`src/rtl/wb_daq_multichannel_dma_if.sv`:
```
// Wishbone B3 classic bus bundle between the DAQ DMA write master and memory.
interface wb_daq_multichannel_dma_if #(
   parameter int AW = 32
);
   logic [AW-1:0] wb_adr_o;
   logic [31:0]   wb_dat_o;
   logic [3:0]    wb_sel_o;
   logic          wb_we_o;
   logic          wb_cyc_o;
   logic          wb_stb_o;
   logic [2:0]    wb_cti_o;
   logic [1:0]    wb_bte_o;
   logic          wb_ack_i;
   logic          wb_err_i;
   logic          wb_rty_i;

   modport master (
      output wb_adr_o, wb_dat_o, wb_sel_o, wb_we_o, wb_cyc_o, wb_stb_o, wb_cti_o, wb_bte_o,
      input  wb_ack_i, wb_err_i, wb_rty_i
   );

   modport slave (
      input  wb_adr_o, wb_dat_o, wb_sel_o, wb_we_o, wb_cyc_o, wb_stb_o, wb_cti_o, wb_bte_o,
      output wb_ack_i, wb_err_i, wb_rty_i
   );
endinterface

```
`src/rtl/wb_daq_multichannel_dma.sv`:
```
// N-channel DAQ capture: per-channel FIFOs, round-robin arbiter, Wishbone writes into ring buffers.
// Optional WB_DAQ_PACK_EN packs four 8-bit samples per 32-bit word (first sample in bits [7:0]).
module wb_daq_multichannel_dma #(
   parameter int NUM_CH    = 4,
   parameter int ADC_DW    = 8,
   parameter int AW        = 32,
   parameter int FIFO_LOG2 = 2,
   parameter int BUF_LOG2  = 8
) (
   input  logic                       wb_clk,
   input  logic                       wb_rst_n,
   input  logic [NUM_CH-1:0]          sample_valid,
   input  logic [NUM_CH*ADC_DW-1:0]   sample_data,
   input  logic [NUM_CH-1:0]          cfg_enable,
   input  logic [AW-1:0]              cfg_base_addr,
   input  logic                       cfg_clear,
   wb_daq_multichannel_dma_if.master  wb,
   output logic [NUM_CH*BUF_LOG2-1:0] wptr,
   output logic [NUM_CH-1:0]          ovf_flag,
   output logic [NUM_CH-1:0]          irq_status,
   output logic                       bus_err,
   output logic                       interrupt
);
   localparam int CH_W = (NUM_CH > 1) ? $clog2(NUM_CH) : 1;
   localparam logic [FIFO_LOG2:0]   CNT_ONE  = (FIFO_LOG2+1)'(1);
   localparam logic [FIFO_LOG2:0]   CNT_FULL = CNT_ONE << FIFO_LOG2;
   localparam logic [FIFO_LOG2-1:0] PTR_ONE  = FIFO_LOG2'(1);
   localparam logic [BUF_LOG2-1:0]  WP_ONE   = BUF_LOG2'(1);
   localparam logic [BUF_LOG2-1:0]  WP_HALF  = WP_ONE << (BUF_LOG2-1);

   typedef enum logic [1:0] {S_IDLE, S_ARB, S_WRITE, S_RETRY} state_t;

   state_t               state_q, state_d;
   logic [CH_W-1:0]      gnt_q, gnt_d;
   logic [AW-1:0]        adr_q, adr_d;
   logic [31:0]          dat_q, dat_d;
   logic                 discard_q, discard_d;
   logic                 bus_err_q, bus_err_d;
   logic [NUM_CH-1:0]    ovf_q, ovf_d;
   logic [NUM_CH-1:0]    irq_q, irq_d;
   logic [FIFO_LOG2-1:0] rd_ptr_q [NUM_CH];
   logic [FIFO_LOG2-1:0] rd_ptr_d [NUM_CH];
   logic [FIFO_LOG2-1:0] wr_ptr_q [NUM_CH];
   logic [FIFO_LOG2-1:0] wr_ptr_d [NUM_CH];
   logic [FIFO_LOG2:0]   cnt_q    [NUM_CH];
   logic [FIFO_LOG2:0]   cnt_d    [NUM_CH];
   logic [BUF_LOG2-1:0]  wptr_q   [NUM_CH];
   logic [BUF_LOG2-1:0]  wptr_d   [NUM_CH];
   logic [31:0]          fifo_mem [NUM_CH][2**FIFO_LOG2];

   logic [NUM_CH-1:0]    push, do_push, full, pop, not_empty;
   logic [31:0]          push_word [NUM_CH];
   logic                 commit, resp_ack, resp_err, resp_rty, end_cycle;
   logic [CH_W:0]        pick;
   logic [BUF_LOG2-1:0]  wp_next;

   function automatic logic [31:0] zext(input logic [ADC_DW-1:0] s);
      return 32'(s);
   endfunction

   // Returns {found, channel}: first non-empty channel after 'last', wrapping modulo NUM_CH.
   function automatic logic [CH_W:0] arb_pick(input logic [CH_W-1:0] last,
                                              input logic [NUM_CH-1:0] ne);
      logic [CH_W:0] r;
      int idx;
      r = '0;
      for (int i = NUM_CH; i >= 1; i--) begin
         idx = int'(last) + i;
         if (idx >= NUM_CH) idx = idx - NUM_CH;
         if (ne[CH_W'(idx)]) r = {1'b1, CH_W'(idx)};
      end
      return r;
   endfunction

`ifdef WB_DAQ_PACK_EN
   logic [23:0] pack_q     [NUM_CH];
   logic [23:0] pack_d     [NUM_CH];
   logic [1:0]  pack_cnt_q [NUM_CH];
   logic [1:0]  pack_cnt_d [NUM_CH];

   always_comb begin
      push = '0;
      for (int c = 0; c < NUM_CH; c++) begin
         pack_d[c]     = pack_q[c];
         pack_cnt_d[c] = pack_cnt_q[c];
         push_word[c]  = {sample_data[c*ADC_DW +: 8], pack_q[c]};
         // A disabled channel or a clear throws away any partially assembled word.
         if (cfg_clear || !cfg_enable[c]) begin
            pack_cnt_d[c] = 2'd0;
         end else if (sample_valid[c]) begin
            if (pack_cnt_q[c] == 2'd3) begin
               push[c]       = 1'b1;
               pack_cnt_d[c] = 2'd0;
            end else begin
               pack_d[c][{pack_cnt_q[c], 3'b000} +: 8] = sample_data[c*ADC_DW +: 8];
               pack_cnt_d[c] = pack_cnt_q[c] + 2'd1;
            end
         end
      end
   end

   always_ff @(posedge wb_clk or negedge wb_rst_n) begin
      if (!wb_rst_n) begin
         for (int c = 0; c < NUM_CH; c++) pack_cnt_q[c] <= 2'd0;
      end else begin
         pack_cnt_q <= pack_cnt_d;
      end
   end

   always_ff @(posedge wb_clk) begin
      pack_q <= pack_d;
   end
`else
   always_comb begin
      push = sample_valid & cfg_enable;
      for (int c = 0; c < NUM_CH; c++) push_word[c] = zext(sample_data[c*ADC_DW +: ADC_DW]);
   end
`endif

   always_comb begin
      not_empty = '0;
      for (int c = 0; c < NUM_CH; c++) not_empty[c] = (cnt_q[c] != '0);
   end

   assign pick     = arb_pick(gnt_q, not_empty);
   assign resp_ack = wb.wb_ack_i;
   assign resp_err = wb.wb_err_i;
   assign resp_rty = wb.wb_rty_i;

   always_comb begin
      state_d   = state_q;
      gnt_d     = gnt_q;
      adr_d     = adr_q;
      dat_d     = dat_q;
      discard_d = discard_q;
      commit    = 1'b0;
      end_cycle = discard_q || cfg_clear;
      pop       = '0;
      case (state_q)
         S_IDLE: if (|not_empty && !cfg_clear) state_d = S_ARB;
         S_ARB: begin
            if (pick[CH_W] && !cfg_clear) begin
               gnt_d     = pick[CH_W-1:0];
               adr_d     = cfg_base_addr + (AW'({pick[CH_W-1:0], wptr_q[pick[CH_W-1:0]]}) << 2);
               dat_d     = fifo_mem[pick[CH_W-1:0]][rd_ptr_q[pick[CH_W-1:0]]];
               discard_d = 1'b0;
               state_d   = S_WRITE;
            end else begin
               state_d = S_IDLE;
            end
         end
         S_WRITE: begin
            if (cfg_clear) discard_d = 1'b1;
            if (resp_ack || resp_err) begin
               commit    = !end_cycle;
               discard_d = 1'b0;
               state_d   = S_IDLE;
            end else if (resp_rty) begin
               discard_d = 1'b0;
               state_d   = end_cycle ? S_IDLE : S_RETRY;
            end
         end
         S_RETRY: begin
            discard_d = 1'b0;
            state_d   = end_cycle ? S_IDLE : S_WRITE;
         end
         default: state_d = S_IDLE;
      endcase
      if (commit) pop[gnt_q] = 1'b1;
   end

   // FIFO bookkeeping: a pop frees a slot in the same cycle, so push into a full FIFO survives.
   always_comb begin
      full    = '0;
      do_push = '0;
      ovf_d   = ovf_q;
      for (int c = 0; c < NUM_CH; c++) begin
         full[c]     = (cnt_q[c] == CNT_FULL);
         do_push[c]  = push[c] && (!full[c] || pop[c]) && !cfg_clear;
         rd_ptr_d[c] = rd_ptr_q[c];
         wr_ptr_d[c] = wr_ptr_q[c];
         cnt_d[c]    = cnt_q[c];
         if (cfg_clear) begin
            rd_ptr_d[c] = '0;
            wr_ptr_d[c] = '0;
            cnt_d[c]    = '0;
            ovf_d[c]    = 1'b0;
         end else begin
            if (do_push[c]) wr_ptr_d[c] = wr_ptr_q[c] + PTR_ONE;
            if (pop[c])     rd_ptr_d[c] = rd_ptr_q[c] + PTR_ONE;
            if (do_push[c] && !pop[c])      cnt_d[c] = cnt_q[c] + CNT_ONE;
            else if (!do_push[c] && pop[c]) cnt_d[c] = cnt_q[c] - CNT_ONE;
            if (push[c] && full[c] && !pop[c]) ovf_d[c] = 1'b1;
         end
      end
   end

   always_comb begin
      wptr_d    = wptr_q;
      irq_d     = irq_q;
      bus_err_d = bus_err_q;
      wp_next   = wptr_q[gnt_q] + WP_ONE;
      if (cfg_clear) begin
         for (int c = 0; c < NUM_CH; c++) wptr_d[c] = '0;
         irq_d     = '0;
         bus_err_d = 1'b0;
      end else if (commit) begin
         wptr_d[gnt_q] = wp_next;
         if (wp_next == WP_HALF || wp_next == '0) irq_d[gnt_q] = 1'b1;
         if (resp_err && !resp_ack) bus_err_d = 1'b1;
      end
   end

   always_ff @(posedge wb_clk or negedge wb_rst_n) begin
      if (!wb_rst_n) begin
         state_q   <= S_IDLE;
         gnt_q     <= CH_W'(NUM_CH-1);
         adr_q     <= '0;
         dat_q     <= '0;
         discard_q <= 1'b0;
         bus_err_q <= 1'b0;
         ovf_q     <= '0;
         irq_q     <= '0;
         for (int c = 0; c < NUM_CH; c++) begin
            rd_ptr_q[c] <= '0;
            wr_ptr_q[c] <= '0;
            cnt_q[c]    <= '0;
            wptr_q[c]   <= '0;
         end
      end else begin
         state_q   <= state_d;
         gnt_q     <= gnt_d;
         adr_q     <= adr_d;
         dat_q     <= dat_d;
         discard_q <= discard_d;
         bus_err_q <= bus_err_d;
         ovf_q     <= ovf_d;
         irq_q     <= irq_d;
         rd_ptr_q  <= rd_ptr_d;
         wr_ptr_q  <= wr_ptr_d;
         cnt_q     <= cnt_d;
         wptr_q    <= wptr_d;
      end
   end

   always_ff @(posedge wb_clk) begin
      for (int c = 0; c < NUM_CH; c++)
         if (do_push[c]) fifo_mem[c][wr_ptr_q[c]] <= push_word[c];
   end

   // Cycle/strobe decode straight from the state flop so reset drops them immediately.
   assign wb.wb_cyc_o = (state_q == S_WRITE);
   assign wb.wb_stb_o = (state_q == S_WRITE);
   assign wb.wb_we_o  = (state_q == S_WRITE);
   assign wb.wb_sel_o = {4{state_q == S_WRITE}};
   assign wb.wb_adr_o = adr_q;
   assign wb.wb_dat_o = dat_q;
   assign wb.wb_cti_o = 3'b000;
   assign wb.wb_bte_o = 2'b00;

   always_comb begin
      wptr = '0;
      for (int c = 0; c < NUM_CH; c++) wptr[c*BUF_LOG2 +: BUF_LOG2] = wptr_q[c];
   end

   assign ovf_flag   = ovf_q;
   assign irq_status = irq_q;
   assign bus_err    = bus_err_q;
   assign interrupt  = (|irq_q) | bus_err_q;
endmodule

```
`src/flat_wrapper.sv`:
```
// flat-port wrapper written by rule: the top's interface ports become plain ports
module wb_daq_multichannel_dma_flat 
#(
   parameter int NUM_CH    = 4,
   parameter int ADC_DW    = 8,
   parameter int AW        = 32,
   parameter int FIFO_LOG2 = 2,
   parameter int BUF_LOG2  = 8
)
  (wb_clk, wb_rst_n, sample_valid, sample_data, cfg_enable, cfg_base_addr, cfg_clear, wptr, ovf_flag, irq_status, bus_err, interrupt, wb_wb_adr_o, wb_wb_dat_o, wb_wb_sel_o, wb_wb_we_o, wb_wb_cyc_o, wb_wb_stb_o, wb_wb_cti_o, wb_wb_bte_o, wb_wb_ack_i, wb_wb_err_i, wb_wb_rty_i);
  wb_daq_multichannel_dma_if #(.AW(AW)) wb_i ();
  input  logic wb_clk;
  input  logic wb_rst_n;
  input  logic [NUM_CH-1:0] sample_valid;
  input  logic [NUM_CH*ADC_DW-1:0] sample_data;
  input  logic [NUM_CH-1:0] cfg_enable;
  input  logic [AW-1:0] cfg_base_addr;
  input  logic cfg_clear;
  output logic [NUM_CH*BUF_LOG2-1:0] wptr;
  output logic [NUM_CH-1:0] ovf_flag;
  output logic [NUM_CH-1:0] irq_status;
  output logic bus_err;
  output logic interrupt;
  output wire logic [$bits(wb_i.wb_adr_o)-1:0] wb_wb_adr_o;
  output wire logic [$bits(wb_i.wb_dat_o)-1:0] wb_wb_dat_o;
  output wire logic [$bits(wb_i.wb_sel_o)-1:0] wb_wb_sel_o;
  output wire logic [$bits(wb_i.wb_we_o)-1:0] wb_wb_we_o;
  output wire logic [$bits(wb_i.wb_cyc_o)-1:0] wb_wb_cyc_o;
  output wire logic [$bits(wb_i.wb_stb_o)-1:0] wb_wb_stb_o;
  output wire logic [$bits(wb_i.wb_cti_o)-1:0] wb_wb_cti_o;
  output wire logic [$bits(wb_i.wb_bte_o)-1:0] wb_wb_bte_o;
  input wire logic [$bits(wb_i.wb_ack_i)-1:0] wb_wb_ack_i;
  input wire logic [$bits(wb_i.wb_err_i)-1:0] wb_wb_err_i;
  input wire logic [$bits(wb_i.wb_rty_i)-1:0] wb_wb_rty_i;
  assign wb_wb_adr_o = wb_i.wb_adr_o;
  assign wb_wb_dat_o = wb_i.wb_dat_o;
  assign wb_wb_sel_o = wb_i.wb_sel_o;
  assign wb_wb_we_o = wb_i.wb_we_o;
  assign wb_wb_cyc_o = wb_i.wb_cyc_o;
  assign wb_wb_stb_o = wb_i.wb_stb_o;
  assign wb_wb_cti_o = wb_i.wb_cti_o;
  assign wb_wb_bte_o = wb_i.wb_bte_o;
  assign wb_i.wb_ack_i = wb_wb_ack_i;
  assign wb_i.wb_err_i = wb_wb_err_i;
  assign wb_i.wb_rty_i = wb_wb_rty_i;
  wb_daq_multichannel_dma #(.NUM_CH(NUM_CH), .ADC_DW(ADC_DW), .AW(AW), .FIFO_LOG2(FIFO_LOG2), .BUF_LOG2(BUF_LOG2)) u_core (.wb_clk(wb_clk), .wb_rst_n(wb_rst_n), .sample_valid(sample_valid), .sample_data(sample_data), .cfg_enable(cfg_enable), .cfg_base_addr(cfg_base_addr), .cfg_clear(cfg_clear), .wb(wb_i), .wptr(wptr), .ovf_flag(ovf_flag), .irq_status(irq_status), .bus_err(bus_err), .interrupt(interrupt));
endmodule
```
`config.mk`:
```
export PLATFORM = sky130hd
export DESIGN_NAME = wb_daq_multichannel_dma_flat
export DESIGN_NICKNAME = d
export VERILOG_FILES = /design/src/rtl/wb_daq_multichannel_dma_if.sv /design/src/rtl/wb_daq_multichannel_dma.sv /design/src/flat_wrapper.sv
export SDC_FILE = /design/constraint.sdc
export NUM_CORES = 1
export LEC_CHECK = 0
export CORE_UTILIZATION = 30
export CTS_BUF_LIST = sky130_fd_sc_hd__clkbuf_4 sky130_fd_sc_hd__clkbuf_8
export DETAILED_ROUTE_END_ITERATION = 10
export DONT_BUFFER_PORTS = 1
export PLACE_DENSITY = 0.53
export SETUP_SLACK_MARGIN = 0.1
export SLEW_MARGIN = 25
export SYNTH_ARGS = -nofsm -noshare
export SYNTH_HDL_FRONTEND = slang
export SYNTH_SLANG_ARGS = --single-unit
```
`constraint.sdc`:
```
create_clock -name wb_clk -period 11 [get_ports wb_clk]
set_input_delay 1.65 -clock wb_clk [delete_from_list [all_inputs] [get_ports wb_clk]]
set_output_delay 1.65 -clock wb_clk [all_outputs]
set_load 0.005 [all_outputs]
```
==> Word-level counts from Yosys, hierarchy flattened <==
Memories as Yosys holds them, arrays and structs flattened.
Cells that the tools add are included.
{ "totals": {"word_cells": 298, "output_inout_bits": 118, "ram_bits": 128, "n_memories": 1, "input_bits": 78, "latch_bits": 0, "mem_bits_ro": 0, "register_bits": 138} }
{ "op_classes": {"n_eq_ne": 12, "bitwise_logic": 10, "addsub": 26, "mux": 112, "magnitude_cmp": 22, "multipliers": 0, "div_mod_pow": 0, "shift": 0, "reduce_logical": 88} }
{ "memory_table": {"columns": ["name", "depth", "word_bits", "rd", "rd_ports_with_merged_regs", "write_ports", "line", "source"], "rows": [
  ["u_core.fifo_mem", 4, 32, 1, 0, 4, "wb_daq_multichannel_dma.sv:49", "logic [31:0] fifo_mem [NUM_CH][2**FIFO_LOG2];"]
]} }
{ "ops": {"columns": ["op", "count"], "rows": [
  ["2-to-1 mux 128 bit", 4],
  ["demux 32 bit (select 2 bit)", 4],
  ["2-to-1 mux 32 bit", 8],
  ["binary-select mux 32 bit (select 2 bit)", 1],
  ["2-to-1 mux 2 bit", 28],
  ["2-to-1 mux 3 bit", 16],
  ["2-to-1 mux 8 bit", 5],
  ["logical AND 1 bit", 33],
  ["adder 32 x 12 -> 32 bit", 1],
  ["binary-select mux 8 bit (select 2 bit)", 2],
  ["bitwise mux 32 bit", 1],
  [">= comparator 3 bit (second input constant)", 10],
  ["2-to-1 mux 1 bit", 30],
  ["nonzero test 2 bit", 15],
  ["nonzero test 3 bit", 9],
  ["NOT 2 -> 3 bit", 7],
  ["adder 2 x 1 -> 2 bit (second input constant)", 8],
  ["demux 8 bit (select 2 bit)", 1],
  ["less-than comparator 2 x 4 -> 1 bit (second input constant)", 4],
  ["2-to-1 mux 4 bit", 4],
  ["logical NOT 1 bit", 15],
  ["less-than comparator 3 x 1 -> 1 bit (second input constant)", 5],
  ["adder 3 x 1 -> 3 bit (second input constant)", 4],
  ["== test 3 bit (second input constant)", 4],
  ["other kinds (29)", 51]
]} }

==> Depth between registers and ports, before layout <==
Gate-level depths: netlist of run 1.
{ "logic_depth": {"depth_word": 18, "ltp_mapped": 20, "depth_no_buf": 15} }

==> Least setup slack after synthesis of run 1 <==
OpenSTA, ideal clock, no wires.
{ "synth_timing": {"kind": "reg2reg", "start": "register u_core.gnt_q[0]", "end": "register u_core.adr_q[26] (netlist: u_core.wb.wb_adr_o[26])", "path_slack_ns": 6.977, "path_stages_with_launch": 20, "t_arrival_ns": 3.935, "setup_time_ns": 0.088, "path_buffers": 4, "required_ns": 10.912, "period_less_slack_ns": 4.023, "cell_sequence": "dfstp_2 buf_6 buf_4 inv_1 ha_1 and2_1 nor3_1 nand4_1 nand3_1 buf_2 mux2i_1 ha_1 fa_1 a21oi_1 o22ai_1 o21a_1 clkbuf_1 o211ai_1 or3_1 a41oi_1"} }
{ "synth_between": {"elab_chain_cells": 15, "elab_cells_between_ends": 39, "cone_classes": "9 x add/sub; 4 x order compare; 23 x mux; 1 x bitwise; 2 x reduce/logical"} }
{ "synth_rtl": {"columns": ["element", "line", "source"], "rows": [
  ["start: declaration", "wb_daq_multichannel_dma.sv:34", "logic [CH_W-1:0] gnt_q, gnt_d;"],
  ["start signal: assignment", "wb_daq_multichannel_dma.sv:217", "gnt_q <= CH_W'(NUM_CH-1);"],
  ["start signal: assignment", "wb_daq_multichannel_dma.sv:232", "gnt_q <= gnt_d;"],
  ["adder 2 x 3 -> 4 bit", "wb_daq_multichannel_dma.sv:68", "idx = int'(last) + i;"],
  [">= comparator 4 x 3 -> 1 bit or subtractor 2 x 1 -> 2 bit (tied branches)", "wb_daq_multichannel_dma.sv:69", "if (idx >= NUM_CH) idx = idx - NUM_CH;"],
  ["2-to-1 mux 2 bit", "wb_daq_multichannel_dma.sv:69", null],
  ["binary-select mux 1 bit (select 2 bit)", "wb_daq_multichannel_dma.sv:70", "if (ne[CH_W'(idx)]) r = {1'b1, CH_W'(idx)};"],
  ["2-to-1 mux 1 bit (not written as such) (2 in a row)", "wb_daq_multichannel_dma.sv:70", null],
  ["2-to-1 mux 3 bit (3 in a row)", "wb_daq_multichannel_dma.sv:70", null],
  ["2-to-1 mux 3 bit *", "wb_daq_multichannel_dma.sv:70", null],
  ["named net u_core.pick[0]", "wb_daq_multichannel_dma.sv:54", "logic [CH_W:0] pick;"],
  ["NOT 2 -> 3 bit (not written as such)", "wb_daq_multichannel_dma.sv:144", "adr_d = cfg_base_addr + (AW'({pick[CH_W-1:0], wptr_q[pick[CH_W-1:0]]}) << 2);"],
  ["binary-select mux 8 bit (select 2 bit)", "wb_daq_multichannel_dma.sv:144", null],
  ["2-to-1 mux 8 bit (not written as such) (2 in a row)", "wb_daq_multichannel_dma.sv:144", null],
  ["adder 32 x 12 -> 32 bit *", "wb_daq_multichannel_dma.sv:144", null],
  ["end signal: assignment", "wb_daq_multichannel_dma.sv:233", "adr_q <= adr_d;"],
  ["end: declaration", "wb_daq_multichannel_dma.sv:35", "logic [AW-1:0] adr_q, adr_d;"]
]} }
Mark *: on every way through the listed nets, which the timed path passes. The rest lies on a longest branch. The select of a mux whose other input is x is not followed.
A chain may end at the register's enable or synchronous reset.

==> Worst setup path in the final report of run 1 <==
{ "layout_timing": {"start": "register u_core.gnt_q[0]", "end": "register u_core.adr_q[26] (netlist: u_core.wb.wb_adr_o[26])"} }
{ "layout_between": {"elab_chain_cells": 15, "elab_cells_between_ends": 39, "cone_classes": "9 x add/sub; 4 x order compare; 23 x mux; 1 x bitwise; 2 x reduce/logical"} }
{ "layout_rtl": {"columns": ["element", "line"], "rows": [
  ["adder 2 x 3 -> 4 bit", "wb_daq_multichannel_dma.sv:68"],
  [">= comparator 4 x 3 -> 1 bit or subtractor 2 x 1 -> 2 bit (tied branches)", "wb_daq_multichannel_dma.sv:69"],
  ["2-to-1 mux 2 bit", "wb_daq_multichannel_dma.sv:69"],
  ["binary-select mux 1 bit (select 2 bit)", "wb_daq_multichannel_dma.sv:70"],
  ["2-to-1 mux 1 bit (not written as such) (2 in a row)", "wb_daq_multichannel_dma.sv:70"],
  ["2-to-1 mux 3 bit (3 in a row)", "wb_daq_multichannel_dma.sv:70"],
  ["2-to-1 mux 3 bit *", "wb_daq_multichannel_dma.sv:70"],
  ["NOT 2 -> 3 bit (not written as such)", "wb_daq_multichannel_dma.sv:144"],
  ["binary-select mux 8 bit (select 2 bit)", "wb_daq_multichannel_dma.sv:144"],
  ["2-to-1 mux 8 bit (not written as such) (2 in a row)", "wb_daq_multichannel_dma.sv:144"],
  ["adder 32 x 12 -> 32 bit", "wb_daq_multichannel_dma.sv:144"]
]} }
Mark *: on every way between the ends. The rest lies on a longest branch, timed or not. The select of a mux whose other input is x is not followed.

==> impl_metrics.csv, run 1 <==
group,metric,value,unit
worst_setup_path,cp-end-kind,"register",
logic_synthesis,ys_seq_elements,242,
grt,grt_max_degree,115,
logic_synthesis,synthDistinctLibCells,52,
floorplanning,start_util,0.3059,
detailed_routing,post_drt_via_cell_ratio,4.865,
worst_setup_path,path_cells,"inv_1, ha_1, and2_1, a2bb2oi_1, nand4_1, nand3_1, mux2i_1, ha_1, fa_1, a21oi_1, o22ai_1, o21a_1, o211ai_1, or3_1, a41oi_1",
detailed_routing,antenna_left,0,
sta,layout_worst_path_cycle_share,0.4579,
logic_synthesis,synth_cells,927,
grt,grt-busiest-layer,"met2",
floorplanning,die_w,201.2,µm
sta,period_needed,5037,ps
floorplanning,io_pins,196,
pwr,power_leakage,5.037,nW
logic_synthesis,ys_seq_area_frac,0.5626,
grt,grt_remaining_overflow,0,
logic_synthesis,avgSynthCellArea,12.84,µm²
worst_setup_path,worstPathRequired,11460,ps
cts,root_buffer,"clkbuf_8",
detailed_routing,wl_per_cell,19.90,µm
sta,setup_ws,5963,ps
sta,rsz0062_at_grt,"no",
floorplanning,die-height,201.2,µm
cells_and_area,finalNonFillerCells,1473,
run_status,status,"finished clean",
floorplanning,rows,72,
worst_setup_path,max_stage_delay,840,ps
detailed_routing,routed_wl,29310,µm
cts,cts_made_buffers,43,
detailed_routing,vias,7166,
worst_setup_path,cp.arrival,5500,ps
placed_design,gp_congestion,0.8004,
grt,met2_usage,0.2341,
placed_design,io_buffers,0,
sta,tightestPinTransition,893.0,ps
worst_setup_path,critical_path_class,"reg -> reg",
worst_setup_path,startpoint_type,"register",
floorplanning,core,38920,µm²
grt,grt_pass1_vias,7333,
worst_setup_path,rrSetupSlack,5960,ps
worst_setup_path,worst-path-max-fanout,20,
cells_and_area,drive_above_1_share,0.1466,
sta,setup_viol,0,
cells_and_area,utilization,0.3381,
sta,hold_slack,503.7,ps
min_path,hp-class,"reg -> reg",
grt,grtUsageTotal,0.1462,
cts,clkTransAtPathRegs,70,ps
floorplanning,die_area,40490,µm²
cells_and_area,nets,1034,
cells_and_area,antennaDiodeCount,0,
sta,final_max_slew_viol_count,0,
detailed_routing,firstDrtPassIters,5,
placed_design,pre_cts_slack,5978,ps
grt,grt_util_met1,0.1871,
cts,cts_post_setup_buffers_inserted,0,
worst_setup_path,cp_common_cell,"ha_1",
cts,clockBufferDepth,3,
grt,antenna_found_initial,0,
cts,clkLatencyLatePin,580,ps
placed_design,dp.cells,1393,
cts,cts_tree,"done",
grt,grt_pass1_wl,45200,µm
worst_setup_path,crit_buf_inv,1,
cells_and_area,syn2layout_area_growth,10.52,%
logic_synthesis,yosys_warnings,0,
worst_setup_path,cp_top_family,"compound AO/OA/AOI/OAI gates",
logic_synthesis,syn-cell-area,11910,µm²
detailed_routing,drc,0,
detailed_routing,drtIter0Drc,414,
cts,htreeDepth,2,
pwr,power.density,193.4,nW/µm²
job,drv_cap,0,
logic_synthesis,synth_edf_count,128,
cts,cts_resized,0,
cts,cts_sinks,242,
cells_and_area,layout_commonest_cell,"edfxtp_1",
logic_synthesis,synth_area_leader_cell,"edfxtp_1",
logic_synthesis,async_flop_share,0.4711,
logic_synthesis,ys.flop_type,"edfxtp_1",
sta,clock_skew,35.67,ps
pwr,ir_drop,0.1064,mV
logic_synthesis,synth_top_area_frac,0.3228,
sta,finalHoldViolations,0,
grt,use_met3,0.04584,
placed_design,hpwlAfterDp,20130,µm
sta,tns,0,ps
logic_synthesis,synth_area_leaders,"edfxtp_1 (32%), dfrtp_1 (24%), mux4_2 (7.2%)",
sta,timing.fmax,198.5,MHz
worst_setup_path,critPathSlowestCell,"dfstp_2",
sta,relSlewSlack,0.4011,
cts,ctsHoldBuffers,0,
cells_and_area,most-common-layout-cells,"edfxtp_1 (128), dfrtp_1 (112), nand2_1 (77), nor2_1 (65), o21ai_0 (59)",
-- layout make-up --
class | instances | area, µm²
Clock buffer | 68 | 835.8
Multi-Input combinational cell | 603 | 4705
Sequential cell | 242 | 6699
Clock inverter | 12 | 131.4
Fill cell | 3858 | 25760
Tap cell | 518 | 648.1
Timing Repair Buffer | 2 | 35.03
Inverter | 28 | 105.1
-- worst register-to-register path, stage by stage, from the launching register on --
cell	delay (ps)
dfstp_2	840
inv_1	170
ha_1	370
and2_1	200
a2bb2oi_1	150
nand4_1	110
nand3_1	620
mux2i_1	420
ha_1	250
fa_1	230
a21oi_1	110
o22ai_1	300
o21a_1	400
o211ai_1	190
or3_1	350
a41oi_1	220
-- where the power goes --
part	internal, mW	switching [mW]	total, mW
clock network	0.537	0.394	0.930
logic	0.197	0.252	0.449
registers	1.05	0.114	1.17
total	1.79	0.759	2.54
-- flip-flops by register name (all words and copies together), names as in the netlist, 8 cells and up --
signal	count
u_core.wb.wb_adr_o	32
u_core.cnt_q	12
u_core.wr_ptr_q	8
u_core.fifo_mem	128
u_core.rd_ptr_q	8
u_core.wb.wb_dat_o	8
u_core.wptr	32
-- through the flow --
step / power [mW] / cell area, µm²
2_1_floorplan: 1.544 / 12010
3_3_place_gp: 1.617 / 12160
3_5_place_dp: 1.641 / 12190
4_1_cts: 2.589 / 13160
5_1_grt: 2.687 / 13160
6_report: 2.545 / 13160
-- cells in the mapped netlist, drive strengths merged, types with 2 or more instances --
cell type  instances
a211oi             5
a21o               6
a21oi             13
a31oi              4
a41oi              2
and2              25
and3              13
and4               3
buf               55
clkbuf            27
dfrtp            112
dfstp              2
edfxtp           128
fa                 5
ha                31
inv               28
mux2               6
mux2i             42
mux4              40
nand2             78
nand3             17
nand3b            32
nand4              8
nor2              65
nor2b              7
nor3              11
nor4               4
o2111ai            2
o211a              2
o211ai             5
o21a               4
o21ai             59
o221ai            10
o22ai              7
or2                2
or3                2
xnor2             30
xor2              27
-- kinds of logic (layout without fill, tap and decap cells) --
family	after synthesis	after routing	share of synthesized area
simple gates	270	270	0.1164
other cells	1	29	0.0003150
compound gates	123	123	0.06904
xor+xnor	57	57	0.04193
flops	242	242	0.5626
buf+inv	110	110	0.05139
mux	88	88	0.1173
fa+ha+maj	36	36	0.04098
-- path summary, 6_finish.rpt --
path,from,endpoint,cells after the start
max,u_core.gnt_q[0],u_core.wb.wb_adr_o[26],15
min,u_core.wb.wb_adr_o[21],u_core.wb.wb_adr_o[21],2
max reg2reg,u_core.gnt_q[0],u_core.wb.wb_adr_o[26],15
min reg2reg,u_core.wb.wb_adr_o[21],u_core.wb.wb_adr_o[21],2
max in group asynchronous,wb_rst_n,u_core.gnt_q[0],0
min in group asynchronous,wb_rst_n,u_core.wb.wb_adr_o[16],0
-- routing by layer --
metal	wire length [µm]	share of wire	vias to the layer above
li1	-	-	3296
met1	12530	0.43	3549
met2	13730	0.47	268
met3	2352	0.080	53
met4	697	0.024	0
met5	0	0	-
Power figures use the tool's default switching activity.
==> run 2: changes to the inputs <==
--- a/config.mk
+++ b/config.mk
@@ -9,7 +9,7 @@
 export CTS_BUF_LIST = sky130_fd_sc_hd__clkbuf_4 sky130_fd_sc_hd__clkbuf_8
 export DETAILED_ROUTE_END_ITERATION = 10
 export DONT_BUFFER_PORTS = 1
-export PLACE_DENSITY = 0.53
+export PLACE_DENSITY = 0.54
 export SETUP_SLACK_MARGIN = 0.1
 export SLEW_MARGIN = 25
 export SYNTH_ARGS = -nofsm -noshare
==> constraint.sdc (replaced) <==
create_clock -name wb_clk -period 4.41 [get_ports wb_clk]
set_input_delay 0.6615 -clock wb_clk [delete_from_list [all_inputs] [get_ports wb_clk]]
set_output_delay 0.6615 -clock wb_clk [all_outputs]
set_load 0.005 [all_outputs]
==> run 2 against run 1 <==
Register-to-register slack got worse by 5600 ps; non-clock buffer count grew 11; final cell count grew 0.81%; worst hold slack got worse by 480 ps; highest routed layer unchanged; fmax increased by 26%; worst setup slack got worse by 5600 ps; critical path type unchanged; first-iteration DRC count shrank 14%; via count fell by 0.68%.
==> impl_metrics.csv, run 2 (synthesis results as in run 1) <==
group,metric,value,unit
run_status,status,"finished clean",
cts,cts_post_setup_buffers_inserted,0,
grt,grt_pass1_vias,7226,
grt,grt_remaining_overflow,0,
detailed_routing,routed_wl,28870,µm
worst_setup_path,rr_endpoint,"u_core.wb.wb_adr_o[26]",
floorplanning,core,38920,µm²
cts,root_buffer,"clkbuf_8",
placed_design,io_buffers,0,
floorplanning,start_util,0.3059,
detailed_routing,drtIter0Drc,355,
sta,tightestPinTransition,953.1,ps
floorplanning,io_pins,196,
placed_design,hpwlAfterDp,19520,µm
sta,timing.fmax,250.0,MHz
pwr,power.density,476.6,nW/µm²
detailed_routing,vias,7117,
sta,finalHoldViolations,0,
cells_and_area,layout_commonest_cell,"edfxtp_1",
worst_setup_path,worstPathRequired,4920,ps
worst_setup_path,critical_path_class,"reg -> reg",
worst_setup_path,reg2reg_from,"u_core.gnt_q[0]",
cts,cts_tree,"done",
worst_setup_path,r2r_cells,16,
placed_design,pre_cts_slack,189.0,ps
sta,tns,0,ps
detailed_routing,post_drt_via_cell_ratio,4.793,
cells_and_area,antennaDiodeCount,0,
detailed_routing,wl_per_cell,19.44,µm
sta,hold_slack,26.03,ps
sta,rsz0062_at_grt,"no",
cells_and_area,largest_reg_flops,128,
cells_and_area,final_area,13210,µm²
cells_and_area,nets,1046,
grt,antenna_found_initial,0,
placed_design,gp_congestion,0.7853,
detailed_routing,antenna_left,0,
pwr,power_leakage,5.072,nW
min_path,hp-class,"in -> async",
sta,setup_viol,0,
detailed_routing,firstDrtPassIters,5,
sta,clock_skew,25.97,ps
cts,cts_sinks,242,
pwr,ir_drop,0.2536,mV
cts,clkTransAtPathRegs,60,ps
sta,relSlewSlack,0.3633,
grt,grtUsageTotal,0.1443,
cts,clockBufferDepth,3,
worst_setup_path,rrSetupSlack,410,ps
cells_and_area,syn2layout_area_growth,10.95,%
worst_setup_path,cp.arrival,4510,ps
sta,period_needed,3999,ps
cts,clkLatencyLatePin,600,ps
sta,setup_ws,410.7,ps
floorplanning,die_area,40490,µm²
sta,final_max_slew_viol_count,0,
grt,grt_pass1_wl,44670,µm
cells_and_area,most-common-layout-cells,"edfxtp_1 (128), dfrtp_1 (112), nand2_1 (77), nor2_1 (65), o21ai_0 (59)",
worst_setup_path,startpoint_type,"register",
placed_design,dpl_cell_area,12250,µm²
cells_and_area,drive_above_1_share,0.1603,
grt,grt_max_degree,115,
floorplanning,rows,72,
worst_setup_path,worst-path-max-fanout,11,
cts,htreeDepth,2,
job,drv_cap,0,
detailed_routing,drc,0,
cells_and_area,fillCellCount,3857,
sta,layout_worst_path_cycle_share,0.9069,
cts,cts_made_buffers,44,
worst_setup_path,cp-end-kind,"register",
floorplanning,die-height,201.2,µm
floorplanning,die_w,201.2,µm
## run 2: worst max path at each step
stage,from,endpoint,slack (ps),cells after the start
floorplan,u_core.gnt_q[0],u_core.wb.wb_adr_o[26],390,19
global placement,u_core.gnt_q[0],u_core.wb.wb_adr_o[31],310,14
detailed placement,u_core.gnt_q[0],u_core.wb.wb_adr_o[31],190,14
CTS,u_core.gnt_q[0],u_core.wb.wb_adr_o[31],180,14
global route,u_core.gnt_q[0],u_core.wb.wb_adr_o[26],100,16
finish,u_core.gnt_q[0],u_core.wb.wb_adr_o[26],410,16
## run 2: stage by stage
step                      cells  utilization  power, mW
after floorplan             955            -      3.851
after CTS                  1485       0.3391      6.406
final                      1485       0.3394      6.297
after detailed placement   1403       0.3147      4.113
after global placement     1403       0.3147      4.091
after global routing       1485       0.3394      6.649
## run 2: power by group
group          total (mW)  internal (mW)  leakage (nW)  switching (mW)
clock network        2.21           1.23         0.499           0.984
logic                1.24          0.513          1.90           0.729
registers            2.84           2.62          2.67           0.222
total                6.30           4.36          5.07            1.93
## run 2: metal layers
metal	global-route usage	part of all wire	up-vias
li1	-	-	3317
met1	0.1788	0.42	3509
met2	0.2349	0.48	244
met3	0.05070	0.080	47
met4	0.04573	0.021	0
met5	0	0	-
## run 2: repair_timing
action,in CTS,in global routing
hold buffers,1,0
gates resized for setup,0,4
endpoints found under the hold margin,114,0
endpoints found under the setup margin,0,19
## run 2: area by class of cell
type	instances	area, µm²	share of cell area
Sequential cell	242	6699	0.5071
Multi-Input combinational cell	603	4720	0.3573
Clock buffer	68	842.1	0.06374
Tap cell	518	648.1	0.04906
Timing Repair Buffer	13	117.6	0.008903
Inverter	28	105.1	0.007956
Clock inverter	13	78.83	0.005967
## run 2: critical path, cell delays in order, from the launching register on
cell,delay [ps]
dfstp_2,560
inv_1,80
ha_1,350
nor2_1,60
a221oi_1,300
o21ai_0,140
nand3_1,90
buf_4,250
mux2i_1,220
ha_1,220
fa_1,230
a21oi_1,100
o22ai_1,280
o21a_2,300
o211ai_1,160
or3_1,350
a41oi_1,210
==> run 3: changes to the inputs <==
--- a/config.mk
+++ b/config.mk
@@ -7,9 +7,10 @@
 export LEC_CHECK = 0
 export CORE_UTILIZATION = 30
 export CTS_BUF_LIST = sky130_fd_sc_hd__clkbuf_4 sky130_fd_sc_hd__clkbuf_8
+export CTS_CLUSTER_DIAMETER = 30
 export DETAILED_ROUTE_END_ITERATION = 10
 export DONT_BUFFER_PORTS = 1
-export PLACE_DENSITY = 0.54
+export PLACE_DENSITY = 0.53
 export SETUP_SLACK_MARGIN = 0.1
 export SLEW_MARGIN = 25
 export SYNTH_ARGS = -nofsm -noshare
==> constraint.sdc (replaced) <==
create_clock -name wb_clk -period 4.4 [get_ports wb_clk]
set_input_delay 0.66 -clock wb_clk [delete_from_list [all_inputs] [get_ports wb_clk]]
set_output_delay 0.66 -clock wb_clk [all_outputs]
set_load 0.005 [all_outputs]
==> run 3 against run 2 <==
Final area rose by 5.7%; sequential share of layout area shrank 2.7 points; worst hold slack better by 16 ps; largest power group is now clock.
==> impl_metrics.csv, run 3 (synthesis results as in run 1) <==
group,metric,value,unit
sta,setup_viol,0,
sta,final_max_slew_viol_count,0,
sta,finalHoldViolations,0,
pwr,power.density,548.3,nW/µm²
cells_and_area,largest_reg_flops,128,
cts,cts_tree,"done",
placed_design,dpl_cell_area,12270,µm²
cts,htreeDepth,3,
cells_and_area,syn2layout_area_growth,17.24,%
placed_design,hpwlAfterDp,20300,µm
min_path,hp-class,"in -> async",
placed_design,pre_cts_slack,172.2,ps
worst_setup_path,endpoint,"u_core.wb.wb_adr_o[26]",
cells_and_area,most-common-layout-cells,"edfxtp_1 (128), dfrtp_1 (112), nand2_1 (77), clkbuf_8 (75), nor2_1 (65)",
grt,grt_pass1_wl,45680,µm
sta,setup_ws,362.0,ps
cells_and_area,fillCellCount,3750,
detailed_routing,vias,7268,
cts,root_buffer,"clkbuf_8",
sta,relSlewSlack,0.4093,
pwr,power_leakage,5.413,nW
run_status,status,"finished clean",
floorplanning,start_util,0.3059,
cells_and_area,drive_above_1_share,0.1947,
worst_setup_path,reg2reg_from,"u_core.gnt_q[0]",
worst_setup_path,cp.arrival,4530,ps
worst_setup_path,rr_endpoint,"u_core.wb.wb_adr_o[26]",
worst_setup_path,cp-end-kind,"register",
grt,antenna_found_initial,0,
grt,grt_pass1_vias,7508,
detailed_routing,antenna_left,0,
cells_and_area,nets,1072,
cells_and_area,regArea,6699,µm²
worst_setup_path,r2r_cells,16,
floorplanning,die-height,201.2,µm
floorplanning,io_pins,196,
worst_setup_path,startpoint_type,"register",
sta,clock_skew,43.92,ps
worst_setup_path,worstPathRequired,4890,ps
detailed_routing,drtIter0Drc,419,
placed_design,gp_congestion,0.7936,
pwr,ir_drop,0.5100,mV
placed_design,io_buffers,0,
cells_and_area,multiInputGateArea,4725,µm²
detailed_routing,wl_per_cell,19.32,µm
cells_and_area,final_area,13960,µm²
sta,rsz0062_at_grt,"yes",
floorplanning,core,38920,µm²
cts,clockBufferDepth,3,
detailed_routing,drc,0,
job,drv_cap,0,
sta,layout_worst_path_cycle_share,0.9177,
cells_and_area,antennaDiodeCount,0,
sta,tns,0,ps
placed_design,dp.cells,1404,
floorplanning,die_w,201.2,µm
worst_setup_path,worst-path-max-fanout,9,
detailed_routing,routed_wl,29570,µm
detailed_routing,firstDrtPassIters,4,
worst_setup_path,critical_path_class,"reg -> reg",
sta,period_needed,4038,ps
worst_setup_path,rrSetupSlack,360,ps
cts,clkLatencyLatePin,610,ps
sta,timing.fmax,247.6,MHz
cells_and_area,finalNonFillerCells,1530,
floorplanning,die_area,40490,µm²
cts,clkTransAtPathRegs,50,ps
cells_and_area,utilization,0.3587,
floorplanning,rows,72,
grt,grt_max_degree,115,
detailed_routing,post_drt_via_cell_ratio,4.750,
grt,grtUsageTotal,0.1488,
cts,cts_sinks,242,
cells_and_area,layout_commonest_cell,"edfxtp_1",
pwr,total_power,7.654,mW
grt,grt_remaining_overflow,0,
cts,cts_made_buffers,67,
sta,hold_slack,42.15,ps
sta,tightestPinTransition,884.3,ps
worst_setup_path,cp-startpoint,"u_core.gnt_q[0]",
## run 3: cell types whose count changed in the layout (fill, tap and decap cells not counted), sizes merged
cell | before | now
clkinv | 10 | 13
buf | 13 | 16
inv | 30 | 33
bufinv | 0 | 11
clkinvlp | 1 | 7
clkbuf | 68 | 87
## run 3: final cells by class
cell class | count | area share
Multi-Input combinational cell | 603 | 0.3384
Clock inverter | 36 | 0.03549
Tap cell | 518 | 0.04643
Clock buffer | 87 | 0.08040
Inverter | 28 | 0.007529
Timing Repair Buffer | 16 | 0.01183
Sequential cell | 242 | 0.4799
## run 3: per-layer routing
layer  GRT usage  share of wire  vias up
li1            -              -     3397
met1      0.1821           0.43     3571
met2      0.2359           0.47      239
met3     0.05815          0.081       61
met4     0.05682          0.026        0
met5           0              0        -
## run 3: how the worst min path moves through the flow
stage,start,depth (start not counted),endpoint
2_1_floorplan,wb_rst_n,0,u_core.bus_err
3_3_place_gp,wb_rst_n,0,u_core.wb.wb_adr_o[8]
3_5_place_dp,wb_rst_n,0,u_core.wb.wb_adr_o[10]
4_1_cts,wb_rst_n,1,u_core.wptr[12]
5_1_grt,wb_rst_n,1,u_core.ovf_flag[0]
6_report,wb_rst_n,1,u_core.cnt_q[10]
## run 3: what timing repair did
item,4_1_cts,5_1_grt
setup buffers,0,2
setup endpoints to repair,1,11
pin swaps,0,4
resized for setup,1,4
hold endpoints to repair,114,0
hold buffers,1,0
## run 3: critical path: stages (launching register included)
cell	delay, ps
dfstp_2	580
inv_1	100
ha_1	340
and2_1	190
nor3_1	180
nand4_1	120
nand3_1	190
buf_12	170
mux2i_1	240
ha_1	250
fa_1	250
a21oi_2	90
o22ai_2	220
o21a_2	280
o211ai_1	180
or3_1	350
a41oi_1	200
## run 3: report_power, final
part           total (mW)  switching [mW]  internal (mW)
sequential           2.87           0.237           2.63
combinational        1.26           0.700          0.556
clock                3.53            1.19           2.34
